<file path="config.mk">
export PLATFORM = sky130hd
export DESIGN_NAME = countdown_timer
export DESIGN_NICKNAME = d
export VERILOG_FILES = /design/src/rtl/countdown_timer.sv
export SDC_FILE = /design/constraint.sdc
export NUM_CORES = 1
export LEC_CHECK = 0
export CAP_MARGIN = 30
export CELL_PAD_IN_SITES_DETAIL_PLACEMENT = 0
export CELL_PAD_IN_SITES_GLOBAL_PLACEMENT = 2
export CORE_UTILIZATION = 28
export DETAILED_ROUTE_END_ITERATION = 8
export PLACE_DENSITY_LB_ADDON = 0.1
export REMOVE_ABC_BUFFERS = 1
export SLEW_MARGIN = 20
export SYNTH_ARGS = -nofsm -noshare
export SYNTH_HDL_FRONTEND = slang
export SYNTH_SLANG_ARGS = --single-unit
</file>
<file path="constraint.sdc">
create_clock -name clk -period 3.7 [get_ports clk]
set_clock_uncertainty 0.05 [all_clocks]
set_input_delay 0.74 -clock clk [delete_from_list [all_inputs] [get_ports clk]]
set_output_delay 0.74 -clock clk [all_outputs]
set_load 0.03 [all_outputs]
</file>
<file path="src/rtl/countdown_timer.sv">
// countdown_timer: BCD mm:ss countdown with clamped preset load, pause/resume,
// a sticky done level and a one-cycle alarm on expiry.
module countdown_timer #(
    parameter logic [7:0] MAX_MIN = 8'h99
) (
    input  logic       clk,
    input  logic       clear,
    input  logic       second,
    input  logic       load,
    input  logic [7:0] load_min,
    input  logic [7:0] load_sec,
    input  logic       start,
    input  logic       stop,
    output logic [7:0] min_bcd,
    output logic [7:0] sec_bcd,
    output logic       running,
    output logic       done,
    output logic       alarm
);
    typedef enum logic [1:0] {IDLE, RUN, PAUSE, DONE} state_t;
    state_t state_q, state_d;
    logic [7:0] min_q, min_d, sec_q, sec_d;
    logic       running_q, done_q, alarm_q, alarm_d;
    logic [3:0] min_tens_c, min_ones_c;
    logic [7:0] min_clamp, sec_clamp, min_dec, sec_dec;
    logic       s_borrow, t_borrow, m_borrow;

    assign min_tens_c = (load_min[7:4] > 4'd9) ? 4'd9 : load_min[7:4];
    assign min_ones_c = (load_min[3:0] > 4'd9) ? 4'd9 : load_min[3:0];
    assign min_clamp  = ({min_tens_c, min_ones_c} > MAX_MIN) ? MAX_MIN : {min_tens_c, min_ones_c};
    assign sec_clamp  = (load_sec[7:4] > 4'd5 || load_sec[3:0] > 4'd9) ? 8'h59 : load_sec;

    // Borrow ripples seconds ones -> seconds tens -> minutes ones -> minutes tens
    assign s_borrow = sec_q[3:0] == 4'd0;
    assign t_borrow = s_borrow && sec_q[7:4] == 4'd0;
    assign m_borrow = t_borrow && min_q[3:0] == 4'd0;
    assign sec_dec  = {s_borrow ? ((sec_q[7:4] == 4'd0) ? 4'd5 : sec_q[7:4] - 4'd1) : sec_q[7:4],
                       s_borrow ? 4'd9 : sec_q[3:0] - 4'd1};
    assign min_dec  = {m_borrow ? min_q[7:4] - 4'd1 : min_q[7:4],
                       t_borrow ? ((min_q[3:0] == 4'd0) ? 4'd9 : min_q[3:0] - 4'd1) : min_q[3:0]};

    always_comb begin
        state_d = state_q;
        min_d   = min_q;
        sec_d   = sec_q;
        alarm_d = 1'b0;
        if (load) begin
            state_d = IDLE;
            min_d   = min_clamp;
            sec_d   = sec_clamp;
        end else begin
            case (state_q)
                IDLE:    if (start && {min_q, sec_q} != 16'h0000) state_d = RUN;
                RUN: begin
                    if (stop) begin
                        state_d = PAUSE;
                    end else if (second) begin
                        min_d = min_dec;
                        sec_d = sec_dec;
                        if ({min_dec, sec_dec} == 16'h0000) begin
                            state_d = DONE;
                            alarm_d = 1'b1;
                        end
                    end
                end
                PAUSE:   if (start && !stop) state_d = RUN;
                default: state_d = state_q;
            endcase
        end
    end

    always_ff @(posedge clk or posedge clear) begin
        if (clear) begin
            state_q   <= IDLE;
            min_q     <= 8'h00;
            sec_q     <= 8'h00;
            running_q <= 1'b0;
            done_q    <= 1'b0;
            alarm_q   <= 1'b0;
        end else begin
            state_q   <= state_d;
            min_q     <= min_d;
            sec_q     <= sec_d;
            running_q <= state_d == RUN;
            done_q    <= state_d == DONE;
            alarm_q   <= alarm_d;
        end
    end

    assign min_bcd = min_q;
    assign sec_bcd = sec_q;
    assign running = running_q;
    assign done    = done_q;
    assign alarm   = alarm_q;
endmodule

</file>
==> run metrics <==
wire length per cell=13.8 um; top_reg_cell synth=dfrtp_1; Worst EP arrival=2.51 ns; clock root cell=clkbuf_8; Async SR Flop Fraction=100%; remaining global-route overflow=0; pre-CTS setup slack=1.08 ns; RSZ-0062 raised after global routing=false; cell area after layout=0.00174 mm2; CTS Hold Bufs=0; startpoint types=input pin; Reg2Reg Setup Slack=1.75 ns; Core Rows=23; clk_lat worst skew=0.26 ns; share of the synthesized area in the top cell type=42.1%; Ys Warns=0; gr usage total=15.7%; Max-Cap Viols=0; Clock transition at path regs=0.08 ns; worst slew pin tran=0.826 ns; combinational share of power=25.3%; power density over the cells=322 mW/mm2; switching power of the nets=0.173 mW; Setup Buffers After CTS=0; register area share after synthesis=42.1%; Static Leakage=0.671 nW; final setup margin=1.34 ns; area leader, netlist=dfrtp_1; core region area=0.00414 mm2; hold depth=1; Placed Area=0.00170 mm2; Reg power frac=47.7%; CTS Buf Count=3; Yosys reg bits=21; mapped cell area=0.00125 mm2; via count=1198; vias in the first global route=1190; switching share of total power=30.8%; # H-tree levels=1; Crit Path Class=input pin to flip-flop; PortBufs=40; Reg2Reg Depth=3; Final Setup Violations=0; post-synthesis xor/xnor area fraction=4.91%; largest family of logic cells by synthesized area=simple AND/OR/NAND/NOR gates; PostCTS Resize Cnt=0; fillcell total=435; Max Slew Vio Count=0; RePlAce Congestion=0.736; period utilization=63.8%; mux cell area share after synthesis=0.802%; Min-Delay Path Class=flip-flop to flip-flop; CTS tree=done; CTS Buffer Depth=2; Slew headroom=44.9%; most frequent cells after synthesis=dfrtp_1 (21), nor2_1 (18), o21ai_0 (16); Cells after Synth=139; WP data required=3.85 ns; Area Growth Syn to Fin=39.7%; CTS sink cnt=21; status=completed; Worst Hold End=sec_bcd[7]$_DFFE_PP0P_; syn avg cell area=8.98 um2; Initial Util=30.1%; drt drc=0; global-route wire length before repair=5.42 mm; Ports=41; final wirelength=3.20 mm; initial antenna violation count=0; P_int=0.389 mW; Hold Startpoint=sec_bcd[7]$_DFFE_PP0P_; Post-DP HPWL=2.48 mm; Post-synth EDFFs=0; Die ar.=0.00473 mm2; Clock Power Share=27.0%; DRT Pass-1 Iters=4; Max Clk Rate=424 MHz; vias per cell=5.19; largest net degree at the start of global routing=22; distinct cell type count of the synthesized netlist=41; Total Neg Setup Slack=0 ns; share of layout cells above drive strength 1=6.63%; DRT iter0 DRCs=25; ant diodes=0; final hold violation count=0; Crit. End Element=flip-flop; CP Max Fanout=10; Critical R2R Capture=sec_bcd[5]$_DFFE_PP0P_; Compound-Gate Fraction of Synth Area=18.7%; DIE HEIGHT=68.8 um; synthesized-area fraction occupied by adder cells=2.00%; Final min period=2.36 ns; Synth Area in Simple Gates=28.1%; worst r2r src=sec_bcd[0]$_DFFE_PP0P_; worst vdd ir=0.000136 V; post-route ant nets=0; final layout net count=206; Die Width=68.8 um; Synth area leaders=dfrtp_1 (42%), o21ai_0 (6.4%), nor2_1 (5.4%), xnor2_1 (3.5%), a21oi_1 (3.2%); count leader, synth=dfrtp_1
[through the flow]
step	total power, mW	util, %	hold WS [ns]	std cells
CTS	0.572	42.1	0.547	231
floorplan	0.343	-	0.561	136
global route	0.598	42.1	0.573	231
finish	0.562	42.1	0.539	231
global placement	0.415	41.0	0.525	227
detailed placement	0.416	41.0	0.531	227
[state kept, by name (all words and copies together) (netlist names)]
signal	flops
state_q	2
min_bcd	8
done	1
running	1
alarm	1
sec_bcd	8
[layout by cell type, fill, tap and decap left out, drive strengths merged, types with 2 or more instances in the layout]
cell and count:
nand2b 2, o21ai 16, nor2 18, ha 2, a21oi 8, or4 2
o2bb2ai 2, inv 6, nor2b 3, clkdlybuf4s50 40, xnor2 5, nand3 8
o21a 2, a21o 2, clkbuf 4, nor4 7, xor2 2, nand2 10
nand4 3, dfrtp 21
[kinds of logic (layout without fill, tap and decap cells)]
group,Yosys count,in the layout
buf+inv,9,51
fa+ha+maj,2,2
compound gates,37,37
mux,1,1
simple gates,62,62
xor+xnor,7,7
flops,21,21
[power by group through the flow]
stage	logic [mW]	registers (mW)	clock network (mW)
floorplan	0.0467	0.296	0
global placement	0.143	0.272	0
detailed placement	0.144	0.273	0
CTS	0.144	0.268	0.159
global route	0.157	0.272	0.169
finish	0.142	0.268	0.152
[how the worst max path moves through the flow]
stage / cells after the start / startpoint / slack, ns / to
floorplan: 5 / stop / 1.72 / sec_bcd[1]$_DFFE_PP0P_
finish: 6 / stop / 1.34 / sec_bcd[1]$_DFFE_PP0P_
CTS: 6 / stop / 1.35 / sec_bcd[1]$_DFFE_PP0P_
global placement: 6 / stop / 1.15 / sec_bcd[1]$_DFFE_PP0P_
detailed placement: 6 / stop / 1.08 / sec_bcd[1]$_DFFE_PP0P_
global route: 6 / stop / 1.26 / sec_bcd[1]$_DFFE_PP0P_
[metal layers]
| layer | vias to the layer above | global-route usage [%] | wire length [um] |
|---|---|---|---|
| met1 | 569 | 19.2 | 1500 |
| met3 | 4 | 2.47 | 114 |
| met4 | 0 | 5.36 | 35 |
| met2 | 31 | 27.8 | 1550 |
| li1 | 594 | - | - |
| met5 | - | 0 | 0 |
[final cells by class]
class / count / area [um2] / share of cell area, %
Clock buffer: 4 / 45.0 / 2.58
Inverter: 6 / 22.5 / 1.29
Multi-Input combinational cell: 109 / 681 / 39.0
Sequential cell: 21 / 526 / 30.1
Tap cell: 50 / 62.6 / 3.59
Timing Repair Buffer: 41 / 408 / 23.4
[worst max-delay path: stages]
cell and delay, ns:
clkdlybuf4s50_1 0.46, nor2_1 0.16, nand3_2 0.22, or4_2 0.66, a21oi_1 0.16, a21o_1 0.10
Note: power is estimated with default switching activity, not from simulation.
